$ cat config.mk
export PLATFORM = sky130hd
export DESIGN_NAME = seg7_scan_driver
export DESIGN_NICKNAME = d
export VERILOG_FILES = /design/src/rtl/seg7_pkg.sv /design/src/rtl/seg7_decode.sv /design/src/rtl/seg7_scan_driver.sv
export SDC_FILE = /design/constraint.sdc
export NUM_CORES = 1
export LEC_CHECK = 0
export BUFFER_PORTS_ARGS = -buffer_cell sky130_fd_sc_hd__buf_2
export CORE_MARGIN = 10
export CORE_UTILIZATION = 50
export DETAILED_ROUTE_END_ITERATION = 12
export GPL_TIMING_DRIVEN = 0
export PLACE_DENSITY = 0.7
export REMOVE_ABC_BUFFERS = 1
export SLEW_MARGIN = 15
export SYNTH_ARGS = -nofsm -noshare
export SYNTH_HDL_FRONTEND = slang
export SYNTH_SLANG_ARGS = --single-unit
$ cat constraint.sdc
create_clock -name clk -period 5.9 [get_ports clk]
set_input_delay 0 -clock clk [delete_from_list [all_inputs] [get_ports clk]]
set_output_delay 0 -clock clk [all_outputs]
set_load 0.01 [all_outputs]
$ cat src/rtl/seg7_pkg.sv
// -----------------------------------------------------------------------------
// seg7_pkg
// Shared types and constants for the multiplexed 7-segment scan driver.
//   state_t    : scan FSM states (BLANK gap / DWELL on a digit)
//   SEG_OFF    : active-high all-segments-off pattern
//   SEG_TABLE  : hex nibble -> {a,b,c,d,e,f,g}, active-high, a = MSB
// -----------------------------------------------------------------------------
package seg7_pkg;

    typedef enum logic {
        ST_BLANK = 1'b0,
        ST_DWELL = 1'b1
    } state_t;

    localparam logic [6:0] SEG_OFF = 7'b000_0000;

    // Entry 15 first so that SEG_TABLE[n] is the pattern for nibble n.
    localparam logic [15:0][6:0] SEG_TABLE = {
        7'b100_0111,  // F
        7'b100_1111,  // E
        7'b011_1101,  // d
        7'b100_1110,  // C
        7'b001_1111,  // b
        7'b111_0111,  // A
        7'b111_1011,  // 9
        7'b111_1111,  // 8
        7'b111_0000,  // 7
        7'b101_1111,  // 6
        7'b101_1011,  // 5
        7'b011_0011,  // 4
        7'b111_1001,  // 3
        7'b110_1101,  // 2
        7'b011_0000,  // 1
        7'b111_1110   // 0
    };

endpackage

$ cat src/rtl/seg7_decode.sv
// -----------------------------------------------------------------------------
// seg7_decode
// Combinational hex nibble to 7-segment decoder (active-high).
//   i_nib : input  4  hex digit
//   o_seg : output 7  segments {a,b,c,d,e,f,g}, a = MSB
// -----------------------------------------------------------------------------
module seg7_decode
    import seg7_pkg::*;
(
    input  logic [3:0] i_nib,
    output logic [6:0] o_seg
);

    assign o_seg = SEG_TABLE[i_nib];

endmodule

$ cat src/rtl/seg7_scan_driver.sv
// -----------------------------------------------------------------------------
// seg7_scan_driver
// Time-multiplexed driver for NUM_DIGITS common-anode/cathode 7-segment digits.
// Each digit gets a REFRESH_DIV-cycle period: BLANK_CYC all-off cycles followed
// by a dwell with its anode on. Displayed data comes from a shadow register
// captured on `load`; a digit's pattern is frozen at the start of its dwell.
//
// Ports
//   clk        in   1             rising-edge clock
//   rst        in   1             asynchronous active-high reset
//   digits_in  in   4*NUM_DIGITS  hex nibbles, nibble 0 = rightmost digit
//   dp_in      in   NUM_DIGITS    decimal point per digit
//   load       in   1             capture digits_in/dp_in into shadow
//   en         in   1             0 forces all anodes/segments off
//   seg        out  7             {a..g}, a = MSB
//   dp         out  1             decimal point of active digit
//   an         out  NUM_DIGITS    one-hot digit enable
//   frame_tick out  1             pulse on the cycle the digit index wraps to 0
//
// Build option: define SEG7_LZB_EN for leading-zero blanking (digit 0 is
// always shown, dp unaffected). Default build decodes every digit.
// -----------------------------------------------------------------------------
module seg7_scan_driver
    import seg7_pkg::*;
#(
    parameter int NUM_DIGITS  = 4,
    parameter int REFRESH_DIV = 50000,
    parameter int BLANK_CYC   = 2,
    parameter int ACTIVE_LOW  = 0
) (
    input  logic                    clk,
    input  logic                    rst,
    input  logic [4*NUM_DIGITS-1:0] digits_in,
    input  logic [NUM_DIGITS-1:0]   dp_in,
    input  logic                    load,
    input  logic                    en,
    output logic [6:0]              seg,
    output logic                    dp,
    output logic [NUM_DIGITS-1:0]   an,
    output logic                    frame_tick
);

    localparam int CW = $clog2(REFRESH_DIV);
    localparam int IW = (NUM_DIGITS > 1) ? $clog2(NUM_DIGITS) : 1;

    state_t                     r_state;
    logic [CW-1:0]              r_cnt;
    logic [IW-1:0]              r_idx;
    logic [NUM_DIGITS-1:0][3:0] r_shadow;
    logic [NUM_DIGITS-1:0]      r_shadow_dp;
    logic [6:0]                 r_pat;
    logic                       r_pat_dp;
    logic [6:0]                 r_seg;
    logic                       r_dp;
    logic [NUM_DIGITS-1:0]      r_an;
    logic                       r_tick;

    logic                       w_last;
    logic                       w_wrap;
    logic                       w_enter;
    logic [CW-1:0]              w_cnt_nxt;
    logic [IW-1:0]              w_idx_nxt;
    state_t                     w_state_nxt;
    logic [NUM_DIGITS-1:0][3:0] w_src;
    logic [NUM_DIGITS-1:0]      w_src_dp;
    logic [NUM_DIGITS-1:0]      w_lzb;
    logic [3:0]                 w_nib;
    logic [6:0]                 w_seg_raw;
    logic [6:0]                 w_seg_new;
    logic                       w_dp_new;

    // The counter position within the digit period fully determines the phase:
    // [0, BLANK_CYC) is the gap, the rest is the dwell. With BLANK_CYC = 0 the
    // dwell phase covers the whole period, so DWELL follows DWELL directly.
    always_comb begin
        w_last    = (r_cnt == CW'(REFRESH_DIV - 1));
        w_cnt_nxt = w_last ? '0 : r_cnt + CW'(1);
        w_wrap    = w_last && (r_idx == IW'(NUM_DIGITS - 1));
        if (w_wrap)
            w_idx_nxt = '0;
        else if (w_last)
            w_idx_nxt = r_idx + IW'(1);
        else
            w_idx_nxt = r_idx;
        w_state_nxt = (w_cnt_nxt >= CW'(BLANK_CYC)) ? ST_DWELL : ST_BLANK;
        // A new dwell begins either out of BLANK or back-to-back at a period end.
        w_enter     = (w_state_nxt == ST_DWELL) && ((r_state == ST_BLANK) || w_last);
    end

    // Bypass the shadow when load lands on the edge a dwell starts, so data
    // captured at a frame wrap reaches digit 0 even without a blank gap.
    assign w_src    = load ? digits_in : r_shadow;
    assign w_src_dp = load ? dp_in     : r_shadow_dp;

`ifdef SEG7_LZB_EN
    // Blank every zero nibble above the most significant non-zero one.
    always_comb begin : lzb_scan
        logic seen;
        seen  = 1'b0;
        w_lzb = '0;
        for (int i = NUM_DIGITS - 1; i > 0; i--) begin
            seen     = seen | (w_src[i] != 4'h0);
            w_lzb[i] = ~seen;
        end
    end
`else
    assign w_lzb = '0;
`endif

    assign w_nib = w_src[w_idx_nxt];

    seg7_decode u_dec (
        .i_nib (w_nib),
        .o_seg (w_seg_raw)
    );

    assign w_seg_new = w_lzb[w_idx_nxt] ? SEG_OFF : w_seg_raw;
    assign w_dp_new  = w_src_dp[w_idx_nxt];

    always_ff @(posedge clk or posedge rst) begin
        if (rst) begin
            r_state     <= ST_BLANK;
            r_cnt       <= '0;
            r_idx       <= '0;
            r_shadow    <= '0;
            r_shadow_dp <= '0;
            r_pat       <= SEG_OFF;
            r_pat_dp    <= 1'b0;
            r_seg       <= SEG_OFF;
            r_dp        <= 1'b0;
            r_an        <= '0;
            r_tick      <= 1'b0;
        end else begin
            r_state <= w_state_nxt;
            r_cnt   <= w_cnt_nxt;
            r_idx   <= w_idx_nxt;
            r_tick  <= w_wrap;
            if (load) begin
                r_shadow    <= digits_in;
                r_shadow_dp <= dp_in;
            end
            // Pattern frozen for the whole dwell; survives en toggling.
            if (w_enter) begin
                r_pat    <= w_seg_new;
                r_pat_dp <= w_dp_new;
            end
            // an/seg/dp all registered here so they switch on the same edge.
            if (en && (w_state_nxt == ST_DWELL)) begin
                r_an  <= NUM_DIGITS'(1) << w_idx_nxt;
                r_seg <= w_enter ? w_seg_new : r_pat;
                r_dp  <= w_enter ? w_dp_new  : r_pat_dp;
            end else begin
                r_an  <= '0;
                r_seg <= SEG_OFF;
                r_dp  <= 1'b0;
            end
        end
    end

    assign an         = (ACTIVE_LOW != 0) ? ~r_an  : r_an;
    assign seg        = (ACTIVE_LOW != 0) ? ~r_seg : r_seg;
    assign dp         = (ACTIVE_LOW != 0) ? ~r_dp  : r_dp;
    assign frame_tick = r_tick;

endmodule
==> impl_metrics.ini <==
[run_status]
outcome = completed

[drt]
dr.pass1.iters = 4
via_count = 2273
wl_um = 6710
routedWlPerCell_um = 15.7
drtIter0Drc = 69
vias_per_cell = 5.32
antenna_left = 0
drc = 0

[floorplanning]
die_x_um = 99.9
die_area_sq_um = 9990
die_y_um = 99.9
rows = 29
fp.coreArea_sq_um = 6280
start_util = 0.509
ioPinCount = 37

[clock_tree]
clock_path_buffers = 2
post_cts_buffers = 0
root_buffer = clkbuf_8
cts.htree.levels = 3
cts_resized = 0
clk_pin_slew_ns = 0.07
numCtsBuffers = 9
cts_sinks = 60
postCtsHoldBufs = 22
cts_tree = done
insertion_delay_ns = 0.35

[pwr]
power_w = 0.000982
power.density_nw_per_um2 = 256
p_leak_nw = 1.74
ir_drop_uv = 149

[logic_synthesis]
synth_area_sq_um = 3200
avgSynthCellArea_sq_um = 11.1
synth_mux_area_frac = 0.173
synthFlopType = dfrtp_1
synth_xor_area_frac = 0.0493
synthAdderAreaFrac = 0.0352
synth.distinct_cells = 54
ys_seq_area_frac = 0.470
synth_top_family_by_area = multiplexers
synth_warnings = 0
synth_compound_area_frac = 0.0701
synth_edf_count = 0
synth-seq-cells = 60
synth_cells = 287
synthArstFlopShare = 1.00
synth-simple-area-share = 0.160

[setup_path]
crit_path_top_delay_cell = and4_1
cp_max_fo = 11
cpPeakStageDelay_ns = 0.54
crit_required_ns = 6.12
path_cells = ha_1, and4_1, and4_1, mux2i_4, clkinv_2, mux2i_1, mux2_2, inv_1, ha_1, inv_1, nor2_1, o221ai_1, nor3b_1
endpoint_kind = flop
arrival_ns = 4.02
startpoint_type = flop
critical_path_class = flop to flop

[final_layout]
seq_area_sq_um = 1500
layout_common_cells = dfrtp_1 (60), buf_2 (36), nor2_1 (26)
nets = 378
multi_input_area_sq_um = 1560
drive_gt1_frac = 0.254
final_area_sq_um = 3830
diodes = 0
nFillCells = 506
final_cells = 427
area_growth_pct = 19.9
layout_commonest_cell = dfrtp_1

[sta]
min_period_over_period = 0.645
skew_ns = 0.0104
tns_ns = 0
final_hold_viol_count = 0
layout_min_cycle_time_ns = 3.81
worstMarginPinSlew_ns = 0.884
worst_slew_margin_rel = 0.409
max_freq_ghz = 0.263
rsz0062_at_grt = no
setup_viol = 0
drv_slew = 0

[global_routing]
grt_pass1_wl_um = 11500
grt_pass1_vias = 2382
antenna_found_initial = 0
grt_start_max_net_pins = 61
grt_use_total = 0.145
overflow = 0

[placement]
hpwlAfterDp_um = 4530
placed_area_sq_um = 3390
placed_cells = 389
place_congestion = 0.817
io_buffers = 36

[run]
drv_cap = 0

[worst_hold_path]
holdCritPathClass = input port to flop
==> flip-flops by register name (all words and copies together) (netlist names) <==
name,cells
r_cnt,16
r_shadow,16
r_shadow_dp,4
seg,7
r_pat_dp,1
r_idx,2
r_state,1
an,4
r_pat,7
frame_tick,1
dp,1
==> cells in the mapped netlist, types with 2 or more instances <==
cell	count	share of area
a211oi_1	2	0.0047
a21oi_1	4	0.0063
and2_1	4	0.0078
and4_1	3	0.0082
buf_2	3	0.0047
buf_6	2	0.0070
clkbuf_1	3	0.0035
dfrtp_1	60	0.47
ha_1	9	0.035
inv_1	13	0.015
mux2_2	23	0.081
mux2i_1	21	0.066
mux2i_4	3	0.021
nand2_1	14	0.016
nand2b_1	2	0.0039
nand3_1	10	0.016
nand4_1	5	0.0098
nor2_1	26	0.031
nor2b_1	3	0.0059
nor3_1	12	0.019
nor4_1	5	0.0098
o211ai_1	3	0.0070
o21a_1	2	0.0047
o21ai_0	6	0.0094
o2bb2ai_1	2	0.0055
or2_2	3	0.0059
xnor2_1	9	0.025
xor2_1	9	0.025
==> layer usage <==
| metal | track usage | up-vias | wire length [um] |
|---|---|---|---|
| met5 | 0 | - | 0 |
| met1 | 0.171 | 1100 | 3040 |
| li1 | - | 1126 | - |
| met2 | 0.231 | 37 | 3280 |
| met4 | 0.0783 | 0 | 127 |
| met3 | 0.0433 | 10 | 261 |
==> worst max-delay path: cells and delay by family (launching register included) <==
family | cells | cell delay (ns)
adders and majority gates | 2 | 0.58
DFF | 1 | 0.40
and+or+nand+nor | 4 | 1.15
muxes | 3 | 0.92
AOI/OAI and AO/OA | 1 | 0.16
buffers and inverters | 3 | 0.47
==> where the power goes <==
group	internal [W]	switching [W]
registers	0.000439	0.00000751
clock network	0.000247	0.000159
logic	0.0000625	0.0000673
total	0.000748	0.000234
==> kinds of logic (layout without fill, tap and decap cells) <==
| family | count (synthesis) | after routing |
|---|---|---|
| and+or+nand+nor | 96 | 96 |
| DFF | 60 | 60 |
| muxes | 48 | 48 |
| AOI/OAI and AO/OA | 30 | 30 |
| buffers and inverters | 26 | 89 |
| xor gates and xnor gates | 18 | 18 |
| adders and majority gates | 9 | 9 |
==> metrics by stage <==
stage | util | worst slack, ns | hold WS (ns)
6_report | 0.610 | 2.09 | 0.192
2_1_floorplan | - | 2.65 | 0.138
3_5_place_dp | 0.541 | 2.12 | 0.181
5_1_grt | 0.610 | 1.74 | 0.201
3_3_place_gp | 0.540 | 2.15 | 0.240
4_1_cts | 0.610 | 2.09 | 0.181
==> cell type report <==
class	instances	area share
Inverter	15	0.0157
Clock buffer	11	0.0369
Sequential cell	60	0.392
Multi-Input combinational cell	201	0.406
Timing Repair Buffer	58	0.105
Clock inverter	5	0.0196
Tap cell	77	0.0251
==> final timing paths <==
path,slack [ns],startpoint,depth (start not counted),endpoint
worst max-delay path,2.09,r_cnt[0]$_DFF_PP0_,13,seg[1]$_DFF_PP0_
worst min-delay path,0.19,load,3,r_shadow[9]$_DFF_PP0_
worst max register to register,2.09,r_cnt[0]$_DFF_PP0_,13,seg[1]$_DFF_PP0_
worst min register to register,0.49,r_pat[6]$_DFF_PP0_,1,seg[6]$_DFF_PP0_
max in group asynchronous,5.10,rst,3,r_pat_dp$_DFF_PP0_
min in group asynchronous,0.33,rst,3,seg[6]$_DFF_PP0_
Note: power is estimated with default switching activity, not from simulation.
